## src/rtl/tx_stream_mux_if.sv

```systemverilog
// Port bundle for tx_stream_mux: button, enable mask, per-channel byte streams and the
// selected MAC-side stream with routing status. The mux itself uses the slave modport.
interface tx_stream_mux_if #(
  parameter int NUM_CH = 3,
  parameter int DATA_W = 8
);
  localparam int CH_W = (NUM_CH > 2) ? $clog2(NUM_CH) : 1;

  logic                     button;
  logic [NUM_CH-1:0]        ch_enable;
  logic [NUM_CH*DATA_W-1:0] mac_tx_data_in;
  logic [NUM_CH-1:0]        mac_tx_data_valid_in;
  logic [DATA_W-1:0]        mac_tx_data;
  logic                     mac_tx_data_valid;
  logic [CH_W-1:0]          channel_open;
  logic                     pending_switch;

  modport master (
    output button, ch_enable, mac_tx_data_in, mac_tx_data_valid_in,
    input  mac_tx_data, mac_tx_data_valid, channel_open, pending_switch
  );

  modport slave (
    input  button, ch_enable, mac_tx_data_in, mac_tx_data_valid_in,
    output mac_tx_data, mac_tx_data_valid, channel_open, pending_switch
  );
endinterface

```

## src/rtl/tx_stream_mux.sv

```systemverilog
// Frame-safe N:1 transmit stream selector; one register of latency, channel steps on a debounced press.
// No backpressure: frames on unrouted channels or starting inside the post-frame gap are dropped.
module tx_stream_mux #(
  parameter int NUM_CH       = 3,
  parameter int DATA_W       = 8,
  parameter int DEBOUNCE_CYC = 2500000,
  parameter int GAP_CYC      = 12
) (
  input  logic          rgmii_clk,
  input  logic          rst_n,
  tx_stream_mux_if.slave bus
);
  localparam int CH_W  = (NUM_CH > 2) ? $clog2(NUM_CH) : 1;
  localparam int DB_W  = (DEBOUNCE_CYC > 2) ? $clog2(DEBOUNCE_CYC) : 1;
  localparam int GAP_W = (GAP_CYC > 2) ? $clog2(GAP_CYC) : 1;
  localparam logic [DB_W-1:0]  DB_LAST  = DB_W'(DEBOUNCE_CYC - 1);
  localparam logic [GAP_W-1:0] GAP_LOAD = (GAP_CYC > 0) ? GAP_W'(GAP_CYC - 1) : '0;

  typedef enum logic [1:0] {S_IDLE, S_PASS, S_GAP} state_t;

  logic              r_btn_meta;
  logic              r_btn_sync;
  logic              r_btn_stable;
  logic [DB_W-1:0]   r_db_cnt;
  logic              r_adv;
  logic [CH_W-1:0]   r_req_ch;
  logic [CH_W-1:0]   r_ch_open;
  logic [NUM_CH-1:0] r_vld_d;
  logic [GAP_W-1:0]  r_gap_cnt;
  logic [DATA_W-1:0] r_out_dat;
  logic              r_out_vld;
  state_t            r_state;

  state_t            w_state_nxt;
  logic [CH_W-1:0]   w_req_nxt;
  logic [CH_W-1:0]   w_idx;
  logic              w_found;
  logic [DATA_W-1:0] w_act_dat;
  logic              w_act_vld;
  logic              w_act_prev;
  logic              w_act_en;
  logic              w_act_rise;
  logic              w_switch;
  logic              w_start;
  logic [DATA_W-1:0] w_out_dat;
  logic              w_out_vld;

  always_ff @(posedge rgmii_clk or negedge rst_n) begin
    if (!rst_n) begin
      r_btn_meta <= 1'b1;
      r_btn_sync <= 1'b1;
    end else begin
      r_btn_meta <= bus.button;
      r_btn_sync <= r_btn_meta;
    end
  end

  // Level must differ from the accepted one for DEBOUNCE_CYC consecutive cycles.
  always_ff @(posedge rgmii_clk or negedge rst_n) begin
    if (!rst_n) begin
      r_btn_stable <= 1'b1;
      r_db_cnt     <= '0;
      r_adv        <= 1'b0;
    end else begin
      r_adv <= 1'b0;
      if (r_btn_sync != r_btn_stable) begin
        if (r_db_cnt == DB_LAST) begin
          r_btn_stable <= r_btn_sync;
          r_db_cnt     <= '0;
          r_adv        <= ~r_btn_sync;
        end else begin
          r_db_cnt <= r_db_cnt + DB_W'(1);
        end
      end else begin
        r_db_cnt <= '0;
      end
    end
  end

  always_comb begin
    w_req_nxt = r_req_ch;
    w_found   = 1'b0;
    w_idx     = '0;
    for (int k = 1; k < NUM_CH; k++) begin
      w_idx = CH_W'((int'(r_req_ch) + k) % NUM_CH);
      if (!w_found && bus.ch_enable[w_idx]) begin
        w_req_nxt = w_idx;
        w_found   = 1'b1;
      end
    end
  end

  always_comb begin
    w_act_dat  = '0;
    w_act_vld  = 1'b0;
    w_act_prev = 1'b0;
    w_act_en   = 1'b0;
    for (int k = 0; k < NUM_CH; k++) begin
      if (r_ch_open == CH_W'(k)) begin
        w_act_dat  = bus.mac_tx_data_in[k*DATA_W +: DATA_W];
        w_act_vld  = bus.mac_tx_data_valid_in[k];
        w_act_prev = r_vld_d[k];
        w_act_en   = bus.ch_enable[k];
      end
    end
  end

  assign w_act_rise = w_act_vld & ~w_act_prev;
  assign w_switch   = (r_req_ch != r_ch_open);
  // A channel switch takes priority over a frame start in the same IDLE cycle.
  assign w_start    = ~w_switch & w_act_en & w_act_rise;

  always_ff @(posedge rgmii_clk or negedge rst_n) begin
    if (!rst_n) begin
      r_state <= S_IDLE;
    end else begin
      r_state <= w_state_nxt;
    end
  end

  always_comb begin
    w_state_nxt = r_state;
    case (r_state)
      S_IDLE: if (w_start) w_state_nxt = S_PASS;
      S_PASS: if (!w_act_vld) w_state_nxt = (GAP_CYC == 0) ? S_IDLE : S_GAP;
      S_GAP:  if (r_gap_cnt == '0) w_state_nxt = S_IDLE;
      default: w_state_nxt = S_IDLE;
    endcase
  end

  always_comb begin
    w_out_vld = 1'b0;
    w_out_dat = '0;
    case (r_state)
      S_IDLE: begin
        w_out_vld = w_start;
        w_out_dat = w_start ? w_act_dat : '0;
      end
      S_PASS: begin
        w_out_vld = w_act_vld;
        w_out_dat = w_act_vld ? w_act_dat : '0;
      end
      default: begin
        w_out_vld = 1'b0;
        w_out_dat = '0;
      end
    endcase
  end

  always_ff @(posedge rgmii_clk or negedge rst_n) begin
    if (!rst_n) begin
      r_out_dat <= '0;
      r_out_vld <= 1'b0;
      r_vld_d   <= '0;
      r_req_ch  <= '0;
      r_ch_open <= '0;
      r_gap_cnt <= '0;
    end else begin
      r_out_dat <= w_out_dat;
      r_out_vld <= w_out_vld;
      r_vld_d   <= bus.mac_tx_data_valid_in;
      if (r_adv) begin
        r_req_ch <= w_req_nxt;
      end
      if (r_state == S_IDLE && w_switch) begin
        r_ch_open <= r_req_ch;
      end
      if (r_state == S_PASS && !w_act_vld) begin
        r_gap_cnt <= GAP_LOAD;
      end else if (r_state == S_GAP && r_gap_cnt != '0) begin
        r_gap_cnt <= r_gap_cnt - GAP_W'(1);
      end
    end
  end

  assign bus.mac_tx_data       = r_out_dat;
  assign bus.mac_tx_data_valid = r_out_vld;
  assign bus.channel_open      = r_ch_open;
  assign bus.pending_switch    = w_switch;
endmodule

```

## src/flat_wrapper.sv

```systemverilog
// flat-port wrapper written by rule: the top's interface ports become plain ports
module tx_stream_mux_flat 
#(
  parameter int NUM_CH       = 3,
  parameter int DATA_W       = 8,
  parameter int DEBOUNCE_CYC = 2500000,
  parameter int GAP_CYC      = 12
)
  (rgmii_clk, rst_n, bus_button, bus_ch_enable, bus_mac_tx_data_in, bus_mac_tx_data_valid_in, bus_mac_tx_data, bus_mac_tx_data_valid, bus_channel_open, bus_pending_switch);
  tx_stream_mux_if #(.NUM_CH(NUM_CH), .DATA_W(DATA_W)) bus_i ();
  input  logic rgmii_clk;
  input  logic rst_n;
  input wire logic [$bits(bus_i.button)-1:0] bus_button;
  input wire logic [$bits(bus_i.ch_enable)-1:0] bus_ch_enable;
  input wire logic [$bits(bus_i.mac_tx_data_in)-1:0] bus_mac_tx_data_in;
  input wire logic [$bits(bus_i.mac_tx_data_valid_in)-1:0] bus_mac_tx_data_valid_in;
  output wire logic [$bits(bus_i.mac_tx_data)-1:0] bus_mac_tx_data;
  output wire logic [$bits(bus_i.mac_tx_data_valid)-1:0] bus_mac_tx_data_valid;
  output wire logic [$bits(bus_i.channel_open)-1:0] bus_channel_open;
  output wire logic [$bits(bus_i.pending_switch)-1:0] bus_pending_switch;
  assign bus_i.button = bus_button;
  assign bus_i.ch_enable = bus_ch_enable;
  assign bus_i.mac_tx_data_in = bus_mac_tx_data_in;
  assign bus_i.mac_tx_data_valid_in = bus_mac_tx_data_valid_in;
  assign bus_mac_tx_data = bus_i.mac_tx_data;
  assign bus_mac_tx_data_valid = bus_i.mac_tx_data_valid;
  assign bus_channel_open = bus_i.channel_open;
  assign bus_pending_switch = bus_i.pending_switch;
  tx_stream_mux #(.NUM_CH(NUM_CH), .DATA_W(DATA_W), .DEBOUNCE_CYC(DEBOUNCE_CYC), .GAP_CYC(GAP_CYC)) u_core (.rgmii_clk(rgmii_clk), .rst_n(rst_n), .bus(bus_i));
endmodule
```

## config.mk

```make
export PLATFORM = sky130hd
export DESIGN_NAME = tx_stream_mux_flat
export DESIGN_NICKNAME = d
export VERILOG_FILES = /design/src/rtl/tx_stream_mux_if.sv /design/src/rtl/tx_stream_mux.sv /design/src/flat_wrapper.sv
export SDC_FILE = /design/constraint.sdc
export NUM_CORES = 1
export LEC_CHECK = 0
export ABC_AREA = 1
export CAP_MARGIN = 20
export CORE_ASPECT_RATIO = 0.8
export CORE_UTILIZATION = 39
export DETAILED_ROUTE_END_ITERATION = 8
export DONT_BUFFER_PORTS = 1
export GPL_TIMING_DRIVEN = 0
export PLACE_DENSITY = 0.61
export SLEW_MARGIN = 15
export SYNTH_ARGS = -nofsm -noshare
export SYNTH_HDL_FRONTEND = slang
export SYNTH_SLANG_ARGS = --single-unit
```

## constraint.sdc

```tcl
create_clock -name rgmii_clk -period 2.56 [get_ports rgmii_clk]
set_input_delay 0.512 -clock rgmii_clk [delete_from_list [all_inputs] [get_ports rgmii_clk]]
set_output_delay 0.512 -clock rgmii_clk [all_outputs]
set_load 0.01 [all_outputs]
```

==> results.cfg, run 1 <==
[setup_path]
cp.required_ns = 2.05
crit_path_max_fanout = 10
critPathLaunchType = flip-flop
crit_type = flip-flop to output pin
cp-end-kind = output pin
crit_arrival_ns = 1.24

[hold_path]
hold_path.class = primary input to async pin

[sta]
slew-limit-headroom_pct = 56.4
fmax_mhz = 570
final.setup.tns_ns = 0
min_period_ns = 1.75
fin_crit_sh_pct = 68.5
worst_pin_slew_ns = 0.651
drv_slew = 0
rsz0062_at_grt = false
setup_viol = 0
skew_ns = 0.00336
hold_viol = 0

[synth]
synth_top_cell_by_area = dfrtp_1
synth_warnings = 0
seq_area_frac_synth_pct = 43.6
ys_ff_latch = 48
syn_nets = 409
synth_commonest_cells = nand2_1 (109), nor2_1 (58), dfrtp_1 (45)
synth_edf_count = 0
synthArstFlopShare_pct = 100
synth_top_area_share_pct = 40.7
synthDistinctLibCells = 29
synthFlopType = dfrtp_1
synthCells = 372
netlist_area_um2 = 2770
syn_area_per_cell_um2 = 7.43
synthTopCellsByArea = dfrtp_1 (41%), nand2_1 (15%), nor2_1 (7.9%), nand3_1 (6.0%), inv_1 (4.8%)
synth.most_common_cell = nand2_1

[floorplanning]
start_util_pct = 40.3
io_pins = 45
die_area_um2 = 7430
placementRows = 27
die_height_um = 77.3
core_um2 = 6860
die_w_um = 96.1

[detailed_routing]
firstDrtPassIters = 4
vias = 2306
routed_wl_um = 6020
dr_wl_met2_um = 2500
wl_met3_um = 299
drc = 0
wl_met1_um = 3150
vias_per_cell = 4.93
drt_iter0_drc = 149
drtAntennaViolNets = 0
wl_per_cell_um = 12.9
routed.top_layer = met4

[placed_design]
dp_hpwl_um = 4490
io_buffers = 0
place_congestion = 0.864
place_area_um2 = 2870

[global_route]
antenna_found_initial = 0
grt_pass1_vias = 2193
grt_usage_pct = 18.7
grt_max_degree = 46
grt-ovfl-total = 0
grt_pass1_wl_um = 10500

[run]
drv_cap = 0

[outcome]
status = complete, no violations

[power_and_ir_drop]
power_density_nw_per_um2 = 543
p_total_w = 0.00163
p_leak_nw = 1.42
max-vdd-ir-drop_uv = 401

[clock_tree]
cts-buffers-inserted = 5
cts.sinks = 48
clk_latency_ns = 0.31
htreeDepth = 2
clk_pin_slew_ns = 0.09
root_buffer = clkbuf_8
cts_tree = done
cts_buffer_depth = 2

[layout]
drive_gt1_share_pct = 9.97
design_area_um2 = 3000
area_growth_pct = 8.42
finalNetCount = 417
antenna_cells = 0
fin_util_pct = 43.7
==> state kept, by name, summed over array words and instances, names as in the netlist <==
name,count
u_core.bus.channel_open,2
u_core.bus.mac_tx_data,8
u_core.bus.mac_tx_data_valid,1
u_core.r_adv,1
u_core.r_btn_meta,1
u_core.r_btn_stable,1
u_core.r_btn_sync,1
u_core.r_db_cnt,22
u_core.r_gap_cnt,4
u_core.r_req_ch,2
u_core.r_state,2
u_core.r_vld_d,3
==> critical path, stage by stage, from the launching register on <==
cell and delay [ns]:
dfrtp_1 0.44, buf_4 0.19, xnor2_1 0.15, nand2_1 0.16
==> report_power, final <==
| group | internal (W) | switching [W] | leakage [nW] | total [W] |
|---|---|---|---|---|
| clock network | 0.000221 | 0.000269 | 0.0516 | 0.000490 |
| registers | 0.000825 | 0.0000493 | 0.638 | 0.000874 |
| logic | 0.0000896 | 0.000174 | 0.733 | 0.000264 |
==> cells in the final DEF (no fill, tap or decap) <==
| cell type | count |
|---|---|
| o211ai_1 | 1 |
| nor3b_1 | 1 |
| o21ai_0 | 10 |
| nor2_2 | 5 |
| o21ai_1 | 1 |
| o21bai_1 | 1 |
| nand2_4 | 2 |
| inv_1 | 35 |
| nand4_1 | 11 |
| nor2_1 | 58 |
| dfrtp_1 | 45 |
| o21a_1 | 1 |
| a21oi_1 | 10 |
| nand2_1 | 109 |
| clkbuf_8 | 6 |
| ha_1 | 4 |
| nand3_1 | 33 |
| xor2_1 | 7 |
| nand3_2 | 3 |
| nor2_8 | 1 |
| nor3_1 | 5 |
| nand2_2 | 4 |
| inv_2 | 4 |
| clkbuf_1 | 2 |
| buf_4 | 2 |
| inv_6 | 1 |
| xnor2_1 | 5 |
| dfstp_2 | 3 |
| nand3b_1 | 3 |
| buf_16 | 1 |
| nor2_4 | 5 |
| clkinv_2 | 1 |
| a211oi_1 | 1 |
==> cell type report <==
| type | instances | area [µm²] |
|---|---|---|
| repair buffers | 1 | 27.5 |
| inverters | 39 | 146 |
| well taps | 87 | 109 |
| flip-flops and latches | 48 | 1200 |
| clock buffers | 6 | 82.6 |
| clock inverters | 2 | 13.8 |
| multi-input cells | 281 | 1390 |
| fillers | 699 | 3860 |
| plain buffers | 4 | 22.5 |
==> cell families after synthesis <==
logic type	after synthesis	share of synthesized area (%)
and+or+nand+nor	240	39.8
DFF	48	43.6
buffers and inverters	43	6.11
xor gates and xnor gates	12	3.80
AOI/OAI and AO/OA	25	4.89
adders and majority gates	4	1.81
==> repair_timing <==
| action | in CTS | in global routing |
|---|---|---|
| hold buffers | 1 | 0 |
| hold endpoints to repair | 45 | 0 |
| gates resized for setup | 0 | 0 |
| buffers inserted | 0 | 0 |
==> metrics by stage <==
stage               hold WS, ns  std cells  setup WS [ns]
floorplan                 0.216        372           1.05
global placement          0.218        459          0.927
detailed placement        0.219        459          0.866
CTS                      0.0287        468          0.792
global route             0.0153        468          0.662
finish                   0.0347        468          0.807
==> worst paths after layout <==
check | start | to | slack [ns] | cells past startpoint
worst min register to register | u_core.r_btn_meta | u_core.r_btn_sync | 0.37 | 0
worst max register to register | u_core.r_req_ch[0] | u_core.r_req_ch[1] | 0.87 | 11
worst max-delay path | u_core.bus.channel_open[1] | bus_pending_switch | 0.81 | 3
max in group asynchronous | rst_n | u_core.r_vld_d[0] | 2.31 | 1
worst min-delay path | rst_n | u_core.r_btn_meta | 0.03 | 0
min in group rgmii_clk | bus_button | u_core.r_btn_meta | 0.19 | 0
==> layer usage <==
metal	track usage (%)	vias to the layer above
li1	-	1198
met1	28.3	1049
met2	26.4	52
met3	3.97	7
met4	5.37	0
met5	0	-
Power figures use the tool's default switching activity.
==> run 2: changes to the inputs <==
==> constraint.sdc (replaced) <==
create_clock -name rgmii_clk -period 1.7 [get_ports rgmii_clk]
set_input_delay 0.34 -clock rgmii_clk [delete_from_list [all_inputs] [get_ports rgmii_clk]]
set_output_delay 0.34 -clock rgmii_clk [all_outputs]
set_load 0.01 [all_outputs]
==> run 2 against run 1 <==
- die area did not move
- clock power increased by 51%
- sequential share of layout area is 0.88 points lower
- total power rose by 51%
- cell count grew 1.1%
- core utilization rose by 1.1 points
==> results.cfg, run 2 (synthesis gave the netlist of run 1 again) <==
[outcome]
status = complete, no violations

[detailed_routing]
firstDrtPassIters = 4
routed_wl_um = 6040
vias = 2342
vias_per_cell = 4.95
wl_per_cell_um = 12.8
drtAntennaViolNets = 0
drt_iter0_drc = 205
drc = 0

[clock_tree]
root_buffer = clkbuf_8
cts-buffers-inserted = 5
htreeDepth = 2
cts.sinks = 48
cts_buffer_depth = 2
clk_pin_slew_ns = 0.09
cts_tree = done
clk_latency_ns = 0.31

[setup_path]
crit_slowest_cell = dfrtp_1
worst_r2r_endpoint = u_core.r_req_ch[1]
cp-end-kind = output pin
crit_path_max_fanout = 10
cp.required_ns = 1.36
crit_path_end = bus_pending_switch
critPathLaunchType = flip-flop
critPathBufInv = 1
critPathTopFamily = flip-flops
crit_arrival_ns = 1.25
crit_chain = buf_4 -> xnor2_1 -> nand2_1
crit_start = u_core.bus.channel_open[1]
rr_worst_depth = 11
critPathMaxStageDelay_ns = 0.44
rr_startpoint = u_core.r_req_ch[0]
ff2ff_setup_slack_ns = 0.14
crit_type = flip-flop to output pin
critical_path_depth = 3

[sta]
fmax_mhz = 629
hold_viol = 0
min_period_ns = 1.59
skew_ns = 0.00332
fin_hold_ws_ns = 0.0189
final.setup.tns_ns = 0
setup_viol = 0
slew-limit-headroom_pct = 55.4
worst_pin_slew_ns = 0.667
rsz0062_at_grt = false
drv_slew = 0
fin_crit_sh_pct = 93.5

[placed_design]
place_area_um2 = 2870
dp_hpwl_um = 4490
place_congestion = 0.864
io_buffers = 0

[layout]
multi_input_area_um2 = 1420
seqCellArea_um2 = 1210
layout_commonest_cell = nand2_1
largest_register_ffs = 22
fillCellCount = 691
finalNetCount = 422
drive_gt1_share_pct = 13.0
layout_common_cells = nand2_1 (108), nor2_1 (56), dfrtp_1 (43)
design_area_um2 = 3070
area_growth_pct = 11.1
antenna_cells = 0
regMostFlops = u_core.r_db_cnt
fin_util_pct = 44.8

[global_route]
grt_usage_pct = 18.4
grt_max_degree = 49
grt_pass1_wl_um = 10400
grt_pass1_vias = 2192
grt-ovfl-total = 0
antenna_found_initial = 0

[power_and_ir_drop]
max-vdd-ir-drop_uv = 607
power_density_nw_per_um2 = 800
p_leak_nw = 1.45

[floorplanning]
die_height_um = 77.3
io_pins = 45
core_um2 = 6860
die_area_um2 = 7430
placementRows = 27
die_w_um = 96.1
start_util_pct = 40.3

[hold_path]
hold_path.class = primary input to flip-flop

[run]
drv_cap = 0
## run 2: area by class of cell
| cell class | count | area share [%] |
|---|---|---|
| Clock buffer | 6 | 2.69 |
| Sequential cell | 48 | 39.3 |
| Buffer | 4 | 0.733 |
| Tap cell | 87 | 3.54 |
| Inverter | 39 | 4.77 |
| Multi-Input combinational cell | 281 | 46.3 |
| Clock inverter | 2 | 0.448 |
| Timing Repair Buffer | 6 | 2.20 |
## run 2: worst min path at each step
| stage | from | end | slack (ns) | depth (start not counted) |
|---|---|---|---|---|
| 5_1_grt | bus_button | u_core.r_btn_meta | 0.0005 | 0 |
| 3_5_place_dp | rst_n | u_core.bus.mac_tx_data[1] | 0.05 | 0 |
| 6_report | bus_button | u_core.r_btn_meta | 0.02 | 0 |
| 2_1_floorplan | rst_n | u_core.bus.channel_open[0] | 0.04 | 0 |
| 3_3_place_gp | rst_n | u_core.bus.mac_tx_data[1] | 0.05 | 0 |
| 4_1_cts | bus_button | u_core.r_btn_meta | 0.01 | 0 |
## run 2: power by group
part           total [W]  switching, W  internal [W]
Clock           0.000740      0.000407      0.000333
Combinational   0.000402      0.000265      0.000137
Sequential       0.00132     0.0000744       0.00124
## run 2: layer usage
| metal | up-vias | global-route usage, % | part of all wire, % |
|---|---|---|---|
| met1 | 1083 | 27.6 | 52 |
| met2 | 45 | 26.2 | 43 |
| met5 | - | 0 | 0 |
| met4 | 0 | 5.37 | 1.3 |
| met3 | 7 | 3.97 | 4.1 |
| li1 | 1207 | - | - |
## run 2: stage by stage
stage                     setup slack (ns)  cells  power, W
final                                0.111    473   0.00246
after global routing              0.000534    473   0.00260
after CTS                          0.00133    469   0.00248
after detailed placement           0.00584    459   0.00171
after global placement              0.0672    459   0.00169
after floorplan                      0.195    372   0.00162
## run 2: what timing repair did
| item | CTS | global route |
|---|---|---|
| gates resized for setup | 0 | 11 |
| setup endpoints to repair | 0 | 29 |
| buffers inserted | 0 | 4 |
| hold endpoints to repair | 48 | 0 |
| hold buffers | 2 | 0 |
